## src/rtl/block_aligner.sv

```systemverilog
// Block aligner: finds the 2-bit sync header in a gearbox window, verifies it, then tracks lock.
// Latency: buffer_dv to outputs is 2 cycles. There is no backpressure; each captured buffer is evaluated once.
module block_aligner #(
    parameter int BLOCK_W  = 66,
    parameter int BUF_W    = 194,
    parameter int N_SEEK   = 2,
    parameter int LOCK_CNT = 32,
    parameter int ERR_WIN  = 64,
    parameter int ERR_MAX  = 16
) (
    input  logic                               clk_i,
    input  logic                               rst_ni,
    input  logic [BUF_W-1:0]                   gbox_buffer,
    input  logic [$clog2(BUF_W-BLOCK_W)-1:0]   gbox_cnt,
    input  logic                               buffer_dv,
    input  logic                               realign_i,
    output logic [$clog2(BLOCK_W)-1:0]         block_offset,
    output logic                               locked_o,
    output logic                               hdr_err_o,
    output logic [1:0]                         state_o
);

    localparam int R     = BLOCK_W / N_SEEK;
    localparam int OFF_W = $clog2(BLOCK_W);
    localparam int SW    = $clog2(BLOCK_W + 1);
    localparam int BW    = $clog2(BUF_W);
    localparam int MAXC  = (LOCK_CNT > ERR_WIN) ? LOCK_CNT : ERR_WIN;
    localparam int CW    = $clog2(MAXC + 1);
    localparam int SRC_W = (N_SEEK > 1) ? $clog2(N_SEEK) : 1;

    localparam logic [1:0] ST_SEARCH = 2'd0;
    localparam logic [1:0] ST_VERIFY = 2'd1;
    localparam logic [1:0] ST_LOCKED = 2'd2;

    if ((BLOCK_W % N_SEEK) != 0) begin : g_bad_seek
        $error("BLOCK_W must be a multiple of N_SEEK");
    end

    function automatic logic hdr_ok(input logic [BLOCK_W:0] s, input logic [OFF_W-1:0] k);
        logic [SW-1:0] idx;
        logic [1:0]    h;
        idx = SW'(BLOCK_W) - SW'(k);
        h   = {s[idx], s[idx - 1'b1]};
        return (h == 2'b01) || (h == 2'b10);
    endfunction

    // Step within the seeker's own sub-range, wrapping to its base.
    function automatic logic [OFF_W-1:0] adv(input int i, input logic [OFF_W-1:0] p);
        if (p == OFF_W'((i + 1) * R - 1)) return OFF_W'(i * R);
        return p + 1'b1;
    endfunction

    logic [BLOCK_W:0]   r_slice;
    logic               r_eval;
    logic [1:0]         r_state;
    logic [OFF_W-1:0]   r_offset;
    logic               r_locked;
    logic               r_hdr_err;
    logic [OFF_W-1:0]   r_seek [N_SEEK];
    logic [SRC_W-1:0]   r_src;
    logic [CW-1:0]      r_vcnt;
    logic [CW-1:0]      r_hcnt;
    logic [CW-1:0]      r_ecnt;

    logic [BW-1:0]      w_base;
    logic [N_SEEK-1:0]  w_seek_ok;
    logic               w_any;
    logic [SRC_W-1:0]   w_win;
    logic               w_off_ok;

    assign w_base   = BW'(BUF_W - 1) - BW'(gbox_cnt);
    assign w_off_ok = hdr_ok(r_slice, r_offset);

    always_comb begin
        w_seek_ok = '0;
        w_any     = 1'b0;
        w_win     = '0;
        for (int i = 0; i < N_SEEK; i++) begin
            w_seek_ok[i] = hdr_ok(r_slice, r_seek[i]);
        end
        for (int i = N_SEEK - 1; i >= 0; i--) begin
            if (w_seek_ok[i]) begin
                w_any = 1'b1;
                w_win = SRC_W'(i);
            end
        end
    end

    // The captured slice carries data only; it is deliberately left out of reset.
    always_ff @(posedge clk_i) begin
        if (buffer_dv) begin
            r_slice <= gbox_buffer[w_base -: BLOCK_W + 1];
        end
    end

    always_ff @(posedge clk_i or negedge rst_ni) begin
        if (!rst_ni) begin
            r_eval    <= 1'b0;
            r_state   <= ST_SEARCH;
            r_offset  <= '0;
            r_locked  <= 1'b0;
            r_hdr_err <= 1'b0;
            r_src     <= '0;
            r_vcnt    <= '0;
            r_hcnt    <= '0;
            r_ecnt    <= '0;
            for (int i = 0; i < N_SEEK; i++) begin
                r_seek[i] <= OFF_W'(i * R);
            end
        end else begin
            r_eval    <= buffer_dv;
            r_hdr_err <= 1'b0;
            if (realign_i) begin
                r_state  <= ST_SEARCH;
                r_locked <= 1'b0;
                r_vcnt   <= '0;
                r_hcnt   <= '0;
                r_ecnt   <= '0;
                for (int i = 0; i < N_SEEK; i++) begin
                    r_seek[i] <= OFF_W'(i * R);
                end
            end else if (r_eval) begin
                case (r_state)
                    ST_SEARCH: begin
                        for (int i = 0; i < N_SEEK; i++) begin
                            if (!w_seek_ok[i]) r_seek[i] <= adv(i, r_seek[i]);
                        end
                        if (w_any) begin
                            r_offset <= r_seek[w_win];
                            r_src    <= w_win;
                            r_vcnt   <= CW'(1);
                            r_state  <= ST_VERIFY;
                        end
                    end
                    ST_VERIFY: begin
                        if (w_off_ok) begin
                            if (r_vcnt >= CW'(LOCK_CNT - 1)) begin
                                r_state  <= ST_LOCKED;
                                r_locked <= 1'b1;
                                r_vcnt   <= '0;
                                r_hcnt   <= '0;
                                r_ecnt   <= '0;
                            end else begin
                                r_vcnt <= r_vcnt + 1'b1;
                            end
                        end else begin
                            r_state <= ST_SEARCH;
                            r_vcnt  <= '0;
                            for (int i = 0; i < N_SEEK; i++) begin
                                if (SRC_W'(i) == r_src) r_seek[i] <= adv(i, r_seek[i]);
                            end
                        end
                    end
                    ST_LOCKED: begin
                        r_hdr_err <= !w_off_ok;
                        if (!w_off_ok && (r_ecnt == CW'(ERR_MAX - 1))) begin
                            r_state  <= ST_SEARCH;
                            r_locked <= 1'b0;
                            r_hcnt   <= '0;
                            r_ecnt   <= '0;
                        end else if (r_hcnt == CW'(ERR_WIN - 1)) begin
                            r_hcnt <= '0;
                            r_ecnt <= '0;
                        end else begin
                            r_hcnt <= r_hcnt + 1'b1;
                            if (!w_off_ok) r_ecnt <= r_ecnt + 1'b1;
                        end
                    end
                    default: r_state <= ST_SEARCH;
                endcase
            end
        end
    end

    assign block_offset = r_offset;
    assign locked_o     = r_locked;
    assign hdr_err_o    = r_hdr_err;
    assign state_o      = r_state;

endmodule

```

## config.mk

```make
export PLATFORM = sky130hd
export DESIGN_NAME = block_aligner
export DESIGN_NICKNAME = d
export VERILOG_FILES = /design/src/rtl/block_aligner.sv
export SDC_FILE = /design/constraint.sdc
export NUM_CORES = 1
export LEC_CHECK = 0
export CORE_MARGIN = 3
export CORE_UTILIZATION = 45
export DETAILED_ROUTE_END_ITERATION = 8
export GPL_TIMING_DRIVEN = 1
export PLACE_DENSITY_LB_ADDON = 0.12
export SLEW_MARGIN = 15
export SYNTH_ARGS = -nofsm -noshare
export SYNTH_HDL_FRONTEND = slang
export SYNTH_SLANG_ARGS = --single-unit
```

## constraint.sdc

```tcl
create_clock -name clk_i -period 12.6 [get_ports clk_i]
set_input_delay 1.89 -clock clk_i [delete_from_list [all_inputs] [get_ports clk_i]]
set_output_delay 1.89 -clock clk_i [all_outputs]
set_load 0.01 [all_outputs]
```

==> run metrics <==
Die Y 232 um; fraction of registers with async set/reset 41.7%; initial antenna violation count 7; largest net degree at the start of global routing 186; antenna cells 0; total power 0.00427 W; leakage 9.59 nW; outcome finished, final reports clean; Syn Std Cell Area 0.0230 mm2; Yosys reg bits 115; worst rel slew slack 26.6%; ranking of synthesized cells by area mux4_2 (30%), mux2i_1 (9.9%), edfxtp_1 (8.7%); Resize count post-CTS 0; crit path launch type input port; Power per Cell Area 164 mW/mm2; Fin. Hold Viols 0; CTS sink cnt 115; CTS tree yes; Commonest cells post-synth nor2_1 (463), nand2_1 (352), mux4_2 (310); Clock Latency Late Sink 430 ps; post-synth top area share 30.4%; Post-CTS Setup Bufs 0; Worst EP required 12780 ps; area grow syn2layout 13.0%; I/O pin count 216; share of layout cells above drive strength 1 19.6%; EDFF count, synth 67; maximum VDD drop 152 uV; DRC viols 0; cts hold-fix bufs 0; syn_area_per_cell 8.67 um2; Final ANT Viol Nets 0; fin crit share 49.9%; Syn Inst Count 2652; Clk Tree Root Cell clkbuf_16; via density per instance 6.88; top cell type by total area after synthesis mux4_2; Synth Flop Type edfxtp_1; register area share after synthesis 14.0%; syn nets 2871; Yosys warning total 0; post-synthesis cell type count 94; worst slew pin tran 1100 ps; worst min path class reg2reg; Setup CP Type in2reg; IO Port Bufs 215; unrepaired setup endpoints after global routing false; Initial Utilization 45.7%; die width 232 um; clk_skew 11.6 ps; first-pass iteration count of the detailed router 6; die area 0.0539 mm2; Vias 23063; WP data arrival 6460 ps; Max Fclk 0.159 GHz; CP Max Fanout 166; CTS buffer count 17; top-count cell post-synth nor2_1; HPWL after DPL 79000 um; core area 0.0504 mm2; max capacitance violation total 0; number of global-route vias before repair 21618; crit path time final 6280 ps; post-route setup TNS 0 ps; routability cong. 1.03; endpoints failing setup 0; WL final 97800 um; Detailed Route Iter0 Violations 2996; H-tree Lvls 4; nets 2884; Critical Path Sink Type flop; Global Route Usage Sum 35.8%; first-pass GRT wire length 144000 um; wire length per cell 29.2 um; Clock Tree Buf Depth 2; Worst-path clk slew 60 ps; Fill cells 4709; cell row count 82; grt ovf 0; fin. max-slew vios 0
## final cells by class
class / instances / area, um2 / area share (%)
multi-input combinational: 2262 / 18800 / 72.4
clock inverter: 15 / 179 / 0.688
tap: 672 / 841 / 3.23
timing repair buffer: 246 / 2420 / 9.32
inverter: 23 / 86.3 / 0.332
clock buffer: 17 / 425 / 1.64
sequential: 115 / 3220 / 12.4
## per-stage QoR
step	util, %	instance area [um2]	setup slack, ps	std cells	hold WS [ps]
after floorplan	-	23000	6760	2652	478
after global placement	50.4	25400	6080	3318	500
after detailed placement	50.4	25400	6040	3318	502
after CTS	51.6	26000	6480	3350	519
after global routing	51.6	26000	6140	3350	546
final	51.6	26000	6320	3350	522
## power by group
part / leakage (nW) / total, W / switching [W] / internal (W)
clock: 0.290 / 0.000510 / 0.000198 / 0.000312
combinational: 8.00 / 0.00320 / 0.00187 / 0.00133
sequential: 1.30 / 0.000566 / 0.0000969 / 0.000469
total: 9.59 / 0.00427 / 0.00216 / 0.00211
## cells by family after synthesis
group / share of synthesized area (%)
flip-flops: 14.0
AND/OR/NAND/NOR: 17.9
buffers and inverters: 4.69
multiplexers: 45.5
XOR/XNOR: 1.68
adder cells (fa/ha/maj): 0.761
AO/OA/AOI/OAI: 15.5
## registers in the layout, summed over array words and instances, names as in the netlist
| register | cells |
|---|---|
| r_eval | 1 |
| r_hcnt | 7 |
| locked_o | 1 |
| hdr_err_o | 1 |
| r_ecnt | 7 |
| r_src | 1 |
| r_vcnt | 7 |
| state_o | 2 |
| block_offset | 7 |
| r_slice | 67 |
| r_seek | 14 |
## layer usage
metal  track usage (%)  up-vias  share of wire (%)  wire length [um]
met5                 0        -              0.066                65
met1              53.5    11507                 44             42800
li1                  -    10129                  -                 -
met2              53.3     1267                 44             43100
met4              10.7       10                3.1              3060
met3              5.70      150                8.9              8750
## cell usage in the layout, fill, tap and decap left out, types with 8 or more instances in the layout
cell type        Yosys  layout
a211oi_1            28      28
a21oi_1            105     105
a221oi_1            26      26
a31oi_1             34      34
and3_1              13      13
buf_4                4      28
clkbuf_16            0      17
clkdlybuf4s50_1      0     211
dfrtp_1             46      44
edfxtp_1            67      67
ha_1                14      12
inv_1               22      22
mux2_2             105     105
mux2i_1            228     228
mux4_2             310     310
nand2_1            352     352
nand2b_1            18      18
nand3_1             31      31
nor2_1             463     462
nor2b_1             18      18
nor3_1              30      30
o2111ai_1            8       8
o211ai_1            13      13
o21a_1               8       8
o21ai_0            246     246
o221ai_1             8       8
o22ai_1             30      30
xnor2_1             19      15
xor2_1              17      13
## worst paths after layout
kind | endpoint | slack, ps | cells after the start | from
max | r_slice[0] | 6320 | 12 | gbox_cnt[1]
min | r_hcnt[6] | 520 | 1 | r_hcnt[6]
max reg2reg | r_seek[13] | 6710 | 13 | r_seek[7]
min reg2reg | r_hcnt[6] | 520 | 1 | r_hcnt[6]
max in group asynchronous | block_offset[0] | 10570 | 2 | rst_ni
min in group asynchronous | r_seek[10] | 1550 | 2 | rst_ni
## worst max-delay path: stages
cell,delay (ps)
buf_8,410
inv_1,200
ha_4,700
buf_12,610
mux2_2,440
o21ai_0,620
nor2_1,80
nor2_1,330
nand2_1,80
o21ai_0,320
o21ai_0,170
a22o_1,250
(Power assumes the default switching activity.)
